`config.mk`:
```
export PLATFORM = sky130hd
export DESIGN_NAME = read_guard
export DESIGN_NICKNAME = d
export VERILOG_FILES = /design/src/rtl/read_guard.sv
export SDC_FILE = /design/constraint.sdc
export NUM_CORES = 1
export LEC_CHECK = 0
export CORE_AREA = 2 2 111 113
export CTS_CLUSTER_SIZE = 12
export DETAILED_ROUTE_END_ITERATION = 7
export DIE_AREA = 0 0 113 115
export GPL_ROUTABILITY_DRIVEN = 0
export PLACE_DENSITY = 0.82
export SLEW_MARGIN = 20
export SYNTH_ARGS = -nofsm -noshare
export SYNTH_HDL_FRONTEND = slang
export SYNTH_SLANG_ARGS = --single-unit
export TNS_END_PERCENT = 100
```
`constraint.sdc`:
```
create_clock -name clk_i -period 4.6 [get_ports clk_i]
set_clock_uncertainty 0.15 [all_clocks]
set_input_delay 0.92 -clock clk_i [delete_from_list [all_inputs] [get_ports clk_i]]
set_output_delay 0.92 -clock clk_i [all_outputs]
set_load 0.01 [all_outputs]
```
`src/rtl/read_guard.sv`:
```
// read_guard
//   Watches the AXI read path (AR/R) between a manager and a subordinate.
//   Outstanding reads are tracked per ID in a small table.  Each entry has a
//   count of reads in flight and a budget counter.  The guard escalates to a
//   reset request plus an irq pulse in two cases:
//     - an entry's budget expires before its R-last arrives;
//     - an R-last arrives for an ID that is not tracked.
//   The reset request is held until software acknowledges it.
//
// Ports
//   clk_i, rst_i      clock, synchronous active-high reset
//   rd_en_i           guard enable; AR handshakes are ignored while low
//   budget_i          prescaled ticks allowed per read
//   ar_valid_i/ar_ready_i/ar_id_i          AR channel observation
//   r_valid_i/r_ready_i/r_id_i/r_last_i    R channel observation
//   reset_clear_i     software acknowledge; releases the reset request
//   ar_block_o        upstream must hold off AR (no slot, or not idle)
//   reset_req_o       level reset request to the subordinate
//   irq_o             one-cycle pulse on entry to the reset request
//   err_spur_o        sticky: R-last seen with an untracked ID
//   err_ovf_o         sticky: AR accepted while ar_block_o was high
module read_guard #(
    parameter int IdWidth      = 4,
    parameter int MaxUniqIds   = 4,
    parameter int MaxRdTxns    = 8,
    parameter int CntWidth     = 16,
    parameter int PrescalerDiv = 1
) (
    input  logic                clk_i,
    input  logic                rst_i,
    input  logic                rd_en_i,
    input  logic [CntWidth-1:0] budget_i,
    input  logic                ar_valid_i,
    input  logic                ar_ready_i,
    input  logic [IdWidth-1:0]  ar_id_i,
    input  logic                r_valid_i,
    input  logic                r_ready_i,
    input  logic [IdWidth-1:0]  r_id_i,
    input  logic                r_last_i,
    input  logic                reset_clear_i,
    output logic                ar_block_o,
    output logic                reset_req_o,
    output logic                irq_o,
    output logic                err_spur_o,
    output logic                err_ovf_o
);

    localparam int TxnW = $clog2(MaxRdTxns + 1);
    localparam int IdxW = (MaxUniqIds > 1) ? $clog2(MaxUniqIds) : 1;
    localparam int PreW = (PrescalerDiv > 1) ? $clog2(PrescalerDiv) : 1;

    localparam logic [1:0] IDLE      = 2'd0;
    localparam logic [1:0] RESET_REQ = 2'd1;
    localparam logic [1:0] CLEAR     = 2'd2;

    logic [1:0]            state;
    logic [MaxUniqIds-1:0] ent_valid;
    logic [IdWidth-1:0]    ent_id     [MaxUniqIds];
    logic [TxnW-1:0]       ent_cnt    [MaxUniqIds];
    logic [CntWidth-1:0]   ent_budget [MaxUniqIds];
    logic [PreW-1:0]       presc;
    logic                  fault;
    logic                  irq;
    logic                  err_spur;
    logic                  err_ovf;

    logic                  idle;
    logic                  tick;
    logic                  ar_hs;
    logic                  r_hs;
    logic                  ar_hit;
    logic                  r_hit;
    logic                  free_found;
    logic                  no_slot;
    logic                  ar_accept;
    logic                  timeout;
    logic                  fault_now;
    logic [IdxW-1:0]       ar_idx;
    logic [IdxW-1:0]       r_idx;
    logic [IdxW-1:0]       free_idx;
    logic [MaxUniqIds-1:0] ar_sel;
    logic [MaxUniqIds-1:0] alloc_sel;
    logic [MaxUniqIds-1:0] done_sel;
    logic [MaxUniqIds-1:0] expired;

    assign idle  = (state == IDLE);
    assign tick  = (presc == PreW'(PrescalerDiv - 1));
    assign ar_hs = ar_valid_i & ar_ready_i & rd_en_i & idle;
    assign r_hs  = r_valid_i & r_ready_i & r_last_i & idle;

    // Table lookups use registered state only.  The first match wins for
    // hits, and the lowest-index free entry is chosen for allocation.  As a
    // result, a slot freed this cycle is not visible to an AR in the same
    // cycle.
    always_comb begin
        ar_hit     = 1'b0;
        ar_idx     = '0;
        r_hit      = 1'b0;
        r_idx      = '0;
        free_found = 1'b0;
        free_idx   = '0;
        for (int i = 0; i < MaxUniqIds; i++) begin
            if (ent_valid[i] && (ent_id[i] == ar_id_i) && !ar_hit) begin
                ar_hit = 1'b1;
                ar_idx = IdxW'(i);
            end
            if (ent_valid[i] && (ent_id[i] == r_id_i) && !r_hit) begin
                r_hit = 1'b1;
                r_idx = IdxW'(i);
            end
            if (!ent_valid[i] && !free_found) begin
                free_found = 1'b1;
                free_idx   = IdxW'(i);
            end
        end
    end

    // An AR has no slot in two cases: its ID is tracked but the count is
    // saturated, or its ID is untracked and every entry is taken.
    assign no_slot   = ar_hit ? (ent_cnt[ar_idx] == TxnW'(MaxRdTxns)) : ~free_found;
    assign ar_accept = ar_hs & ~no_slot;

    // Per-entry decode of this cycle's table operations and budget expiry.
    always_comb begin
        ar_sel    = '0;
        alloc_sel = '0;
        done_sel  = '0;
        expired   = '0;
        for (int i = 0; i < MaxUniqIds; i++) begin
            ar_sel[i]    = ar_accept & ar_hit & (ar_idx == IdxW'(i));
            alloc_sel[i] = ar_accept & ~ar_hit & (free_idx == IdxW'(i));
            done_sel[i]  = r_hs & r_hit & (r_idx == IdxW'(i));
            expired[i]   = ent_valid[i] & (ent_budget[i] == '0);
        end
    end

    assign timeout   = tick & (|expired);
    assign fault_now = idle & (timeout | (r_hs & ~r_hit));

    // Table update.  On a tick, the budget of each valid entry counts down.
    // A handshake that touches the same entry then overrides that default.
    // An AR hit combined with an R-last on the same entry leaves the count
    // unchanged and reloads the budget, so that entry can never be freed in
    // that cycle.
    always_ff @(posedge clk_i) begin
        if (rst_i) begin
            ent_valid <= '0;
            for (int i = 0; i < MaxUniqIds; i++) begin
                ent_id[i]     <= '0;
                ent_cnt[i]    <= '0;
                ent_budget[i] <= '0;
            end
        end else if (state == CLEAR) begin
            ent_valid <= '0;
            for (int i = 0; i < MaxUniqIds; i++) begin
                ent_cnt[i] <= '0;
            end
        end else if (idle) begin
            for (int i = 0; i < MaxUniqIds; i++) begin
                if (ent_valid[i] && tick && (ent_budget[i] != '0)) begin
                    ent_budget[i] <= ent_budget[i] - CntWidth'(1);
                end
                if (alloc_sel[i]) begin
                    ent_valid[i]  <= 1'b1;
                    ent_id[i]     <= ar_id_i;
                    ent_cnt[i]    <= TxnW'(1);
                    ent_budget[i] <= budget_i;
                end else if (ar_sel[i] && done_sel[i]) begin
                    ent_budget[i] <= budget_i;
                end else if (ar_sel[i]) begin
                    ent_cnt[i] <= ent_cnt[i] + TxnW'(1);
                end else if (done_sel[i]) begin
                    if (ent_cnt[i] == TxnW'(1)) begin
                        ent_valid[i] <= 1'b0;
                        ent_cnt[i]   <= '0;
                    end else begin
                        ent_cnt[i]    <= ent_cnt[i] - TxnW'(1);
                        ent_budget[i] <= budget_i;
                    end
                end
            end
        end
    end

    // Control FSM, prescaler and sticky errors.  A fault is first captured
    // in 'fault', and the FSM moves on the following edge.  An event sampled
    // at edge N therefore raises reset_req_o and irq_o after edge N+1.
    // While the reset request is held, everything is frozen.
    always_ff @(posedge clk_i) begin
        if (rst_i) begin
            state    <= IDLE;
            presc    <= '0;
            fault    <= 1'b0;
            irq      <= 1'b0;
            err_spur <= 1'b0;
            err_ovf  <= 1'b0;
        end else begin
            case (state)
                IDLE: begin
                    fault <= fault_now;
                    irq   <= fault;
                    if (fault) begin
                        state <= RESET_REQ;
                    end
                    if (tick) begin
                        presc <= '0;
                    end else begin
                        presc <= presc + PreW'(1);
                    end
                    if (r_hs && !r_hit) begin
                        err_spur <= 1'b1;
                    end
                    if (ar_hs && no_slot) begin
                        err_ovf <= 1'b1;
                    end
                end
                RESET_REQ: begin
                    fault <= 1'b0;
                    irq   <= 1'b0;
                    if (reset_clear_i) begin
                        state <= CLEAR;
                    end
                end
                CLEAR: begin
                    state    <= IDLE;
                    presc    <= '0;
                    fault    <= 1'b0;
                    irq      <= 1'b0;
                    err_spur <= 1'b0;
                    err_ovf  <= 1'b0;
                end
                default: begin
                    state <= IDLE;
                    fault <= 1'b0;
                    irq   <= 1'b0;
                end
            endcase
        end
    end

    assign ar_block_o  = ~idle | no_slot;
    assign reset_req_o = (state == RESET_REQ);
    assign irq_o       = irq;
    assign err_spur_o  = err_spur;
    assign err_ovf_o   = err_ovf;

endmodule
```
==> results of run 1 <==
state kept, by name, summed over array words and instances (netlist names):
signal	count
ent_valid	4
fault	1
err_ovf_o	1
ent_cnt	16
ent_id	16
err_spur_o	1
ent_budget	64
state	2
irq_o	1
Yosys cell counts, types with 16 or more instances:
| library cell | instances |
|---|---|
| sky130_fd_sc_hd__edfxtp_1 | 92 |
| sky130_fd_sc_hd__nor4_1 | 17 |
| sky130_fd_sc_hd__nor2_1 | 62 |
| sky130_fd_sc_hd__inv_1 | 28 |
| sky130_fd_sc_hd__ha_1 | 17 |
| sky130_fd_sc_hd__nand3_1 | 27 |
| sky130_fd_sc_hd__xor2_1 | 42 |
| sky130_fd_sc_hd__mux2_2 | 17 |
| sky130_fd_sc_hd__and2_1 | 16 |
| sky130_fd_sc_hd__clkbuf_1 | 16 |
| sky130_fd_sc_hd__xnor2_1 | 44 |
| sky130_fd_sc_hd__a21oi_1 | 19 |
| sky130_fd_sc_hd__nor3_1 | 38 |
| sky130_fd_sc_hd__o31ai_1 | 44 |
| sky130_fd_sc_hd__o21ai_0 | 17 |
| sky130_fd_sc_hd__nand2_1 | 85 |
power by group through the flow:
| stage | Clock (mW) | Combinational (mW) | Sequential (mW) |
|---|---|---|---|
| final | 0.834 | 0.260 | 1.14 |
| after global routing | 0.876 | 0.283 | 1.14 |
| after CTS | 0.838 | 0.258 | 1.14 |
| after detailed placement | 0 | 0.255 | 1.16 |
| after global placement | 0 | 0.244 | 1.15 |
| after floorplan | 0 | 0.162 | 1.14 |
metal layers:
metal	track usage, %	share of wire, %	up-vias
met2	45.1	48	237
met1	34.9	41	2834
met5	0	0	-
met3	4.74	7.6	49
met4	11.6	3.2	0
li1	-	-	2754
stage by stage:
step / setup WS, ps / power [mW]
final: 354 / 2.23
after global routing: 147 / 2.30
after CTS: 52.8 / 2.23
after detailed placement: 21.6 / 1.41
after global placement: 128 / 1.40
after floorplan: 821 / 1.30
critical path, cell delays in order:
cell,delay (ps)
sky130_fd_sc_hd__dlymetal6s2s_1,310
sky130_fd_sc_hd__xnor2_1,170
sky130_fd_sc_hd__nand2_1,110
sky130_fd_sc_hd__nor4_4,440
sky130_fd_sc_hd__a311oi_1,210
sky130_fd_sc_hd__a211oi_2,260
sky130_fd_sc_hd__a21oi_1,110
sky130_fd_sc_hd__nand2_1,110
sky130_fd_sc_hd__clkdlybuf4s50_1,540
final timing paths:
| kind | startpoint | to | slack (ps) | depth (start not counted) |
|---|---|---|---|---|
| max reg2reg | ent_budget[1][4] | ent_budget[1][12] | 860 | 9 |
| min reg2reg | err_ovf_o | err_ovf_o | 320 | 2 |
| min | err_ovf_o | err_ovf_o | 320 | 2 |
| max | ar_id_i[0] | ar_block_o | 350 | 9 |
logic make-up after synthesis:
logic type / Yosys count / share of synthesized area (%)
xor+xnor: 86 / 10.8
flops: 106 / 43.5
compound gates: 124 / 12.8
buf+inv: 61 / 3.60
fa+ha+maj: 17 / 3.04
mux: 19 / 3.02
simple gates: 320 / 23.3
area by class of cell:
class	instances	area (um2)	share of cell area, %
clock buffers	11	233	2.94
well taps	147	184	2.32
flip-flops and latches	106	3040	38.5
clock inverters	5	78.8	0.996
inverters	28	105	1.33
repair buffers	59	558	7.05
multi-input cells	566	3710	46.9
timing repair:
item / in CTS / in global routing
buffers inserted: 0 / 2
resized for setup: 0 / 4
setup endpoints to repair: 0 / 1
==> reports/metrics.sh, run 1 <==
UTILIZATION_PCT=67.0
SWITCHING_POWER_uW=555
SEQ_AREA_FRAC_SYNTH_PCT=43.5
POSTSYNTHAREAPERCELL_UM2=9.54
TRITONCTS.NUM_BUFFERS=9
LEADING_CELL_TYPE_IN_THE_LAYOUT_FILL_AND_TAPS_EXCLUDED='sky130_fd_sc_hd__edfxtp_1'
PLACEDCELLCOUNT=904
POWER.COMBINATIONAL.FRACTION_PCT=11.6
IOPINCOUNT=38
ANTENNA-DIODE-COUNT=0
GRT_PASS1_VIAS=5629
WORST_IR_DROP_VDD_V=0.000176
MAX_ROOT_SINK_BUFFERS=2
START_UTIL_PCT=59.2
TIMING.CRITICAL_PATH.TO_TYPE='output pin'
CRITICAL_PATH_REQUIRED_PS=3530
NNETSFINAL=820
P_PER_AREA_nW_PER_UM2=282
SYNTH-EDFF-COUNT=92
YOSYS.CELL_TYPES.COUNT=61
POST_SYNTH_MAIN_AREA_CONTRIBUTORS='sky130_fd_sc_hd__edfxtp_1 (39%), sky130_fd_sc_hd__xnor2_1 (5.5%), sky130_fd_sc_hd__xor2_1 (5.3%)'
SYN-CELL-AREA_UM2=7000
WORST-SETUP-PATH-TYPE='in -> out'
PLACEMENTROWS=40
HOLD_SLACK_PS=324
CTS_MAX_LEVEL=3
FILLERINSTANCES=916
FINALWIRELENGTH_UM=17300
SYNTH_FF_TYPE='sky130_fd_sc_hd__edfxtp_1'
WORST_SETUP_PATH_START_KIND='primary input'
POWER.SWITCHING_FRACTION_PCT=24.9
NUMBER_OF_VIAS_PER_CELL_AFTER_DETAILED_ROUTING=6.37
GRT_MAX_DEGREE=33
SYNTH_ASYNC_SR_FLOP_SHARE_PCT=0
CLOCK_TREE.ROOT_CELL='sky130_fd_sc_hd__clkbuf_16'
ROUTED_WIRE_LENGTH_PER_INSTANCE_UM=18.8
CAP_VIOLATIONS=0
DRTITER0DRC=537
GR-TOTAL-OVERFLOW=0
TIMING.FINAL.SETUP_VIOLATIONS=0
SEQPWRFRAC_PCT=51.0
LEAK_nW=2.85
CTS.SINKS=106
GLOBALROUTETOTALUTIL_PCT=27.0
TIMING.FINAL.HOLD_VIOLATIONS=0
GRT_ANTENNA_BEFORE_REPAIR=0
DIE_W_UM=113
AREA_DELTA_SYNTH_FINAL_PCT=13.1
PLACE_HPWL_UM=12500
INTERNAL_POWER_mW=1.68
NUMBER_OF_ROUTED_NETS_WITH_ANTENNA_VIOLATIONS=0
AREA_AFTER_DETAILED_PLACEMENT_UM2=7570
YS_FF_LATCH=106
DIE_H_UM=115
SETUP-TNS-FINAL_PS=0
WORST_SLEW_MARGIN_REL_PCT=38.5
GRT_FIRST_PASS_WIRELENGTH_UM=27700
DETAILROUTE.VIA_COUNT=5874
FLOORPLAN.CORE_AREA_UM2=11800
IO_BUFFER_COUNT=37
MAX_FREQ_GHz=0.236
CTS_TREE='done'
DIE_AREA_UM2=13000
WORST_SETUP_HOLD_PATH_CLK_SLEW_PS=70
POST_SYNTH_INST_COUNT=733
CTS_HOLD_REPAIR.BUFFERS=0
WORSTHOLDPATHTYPE='reg -> reg'
UNREPAIRED_SETUP_ENDPOINTS_AFTER_GLOBAL_ROUTING='false'
STATUS='finished with violations'
CP_MAX_FO=8
COMMONEST_NON_FILL_NON_TAP_CELLS_IN_THE_LAYOUT='sky130_fd_sc_hd__edfxtp_1 (92), sky130_fd_sc_hd__nand2_1 (85), sky130_fd_sc_hd__nor2_1 (62)'
TIMING_MAX_TRANSITION_VIOLATIONS_FINAL=0
SYNTHESIS.NETS=783
WORST_EP_ARRIVAL_TIME_PS=3180
MIN_PERIOD_PS=4250
MAX_SLEW.WORST_PIN.SLEW_PS=920
DRC_ERRORS=3
CLOCK_INSERTION_DELAY_WORST_SKEW_PS=360
VIOLATED_CHECKS='DRC'
POST_ROUTE_CELLS_DRIVE_ABOVE_1_SHARE_PCT=9.81
LARGEST_AREA_CONTRIBUTOR_IN_THE_SYNTHESIZED_NETLIST='sky130_fd_sc_hd__edfxtp_1'
NUMBER_OF_NON_FILLER_INSTANCES_IN_THE_COMPLETED_LAYOUT=922
YOSYS.AREA.TOP_TYPE_SHARE_PCT=39.5
FINAL_MIN_PERIOD_OVER_CLOCK_PERIOD_PCT=92.3
CELL_AREA_AFTER_LAYOUT_UM2=7910
YOSYSWARNINGCOUNT=0
FIRSTDRTPASSITERS=7
PWR-SHARE-CLK_PCT=37.4
Note: power is estimated with default switching activity, not from simulation.
==> run 2, diff against run 1 <==
--- a/config.mk
+++ b/config.mk
@@ -6,7 +6,7 @@
 export NUM_CORES = 1
 export LEC_CHECK = 0
 export CORE_AREA = 2 2 111 113
-export CTS_CLUSTER_SIZE = 12
+export CTS_CLUSTER_SIZE = 14
 export DETAILED_ROUTE_END_ITERATION = 7
 export DIE_AREA = 0 0 113 115
 export GPL_ROUTABILITY_DRIVEN = 0
==> results of run 2 <==
No change in the layout: final DEF, timing and power equal those of run 1.
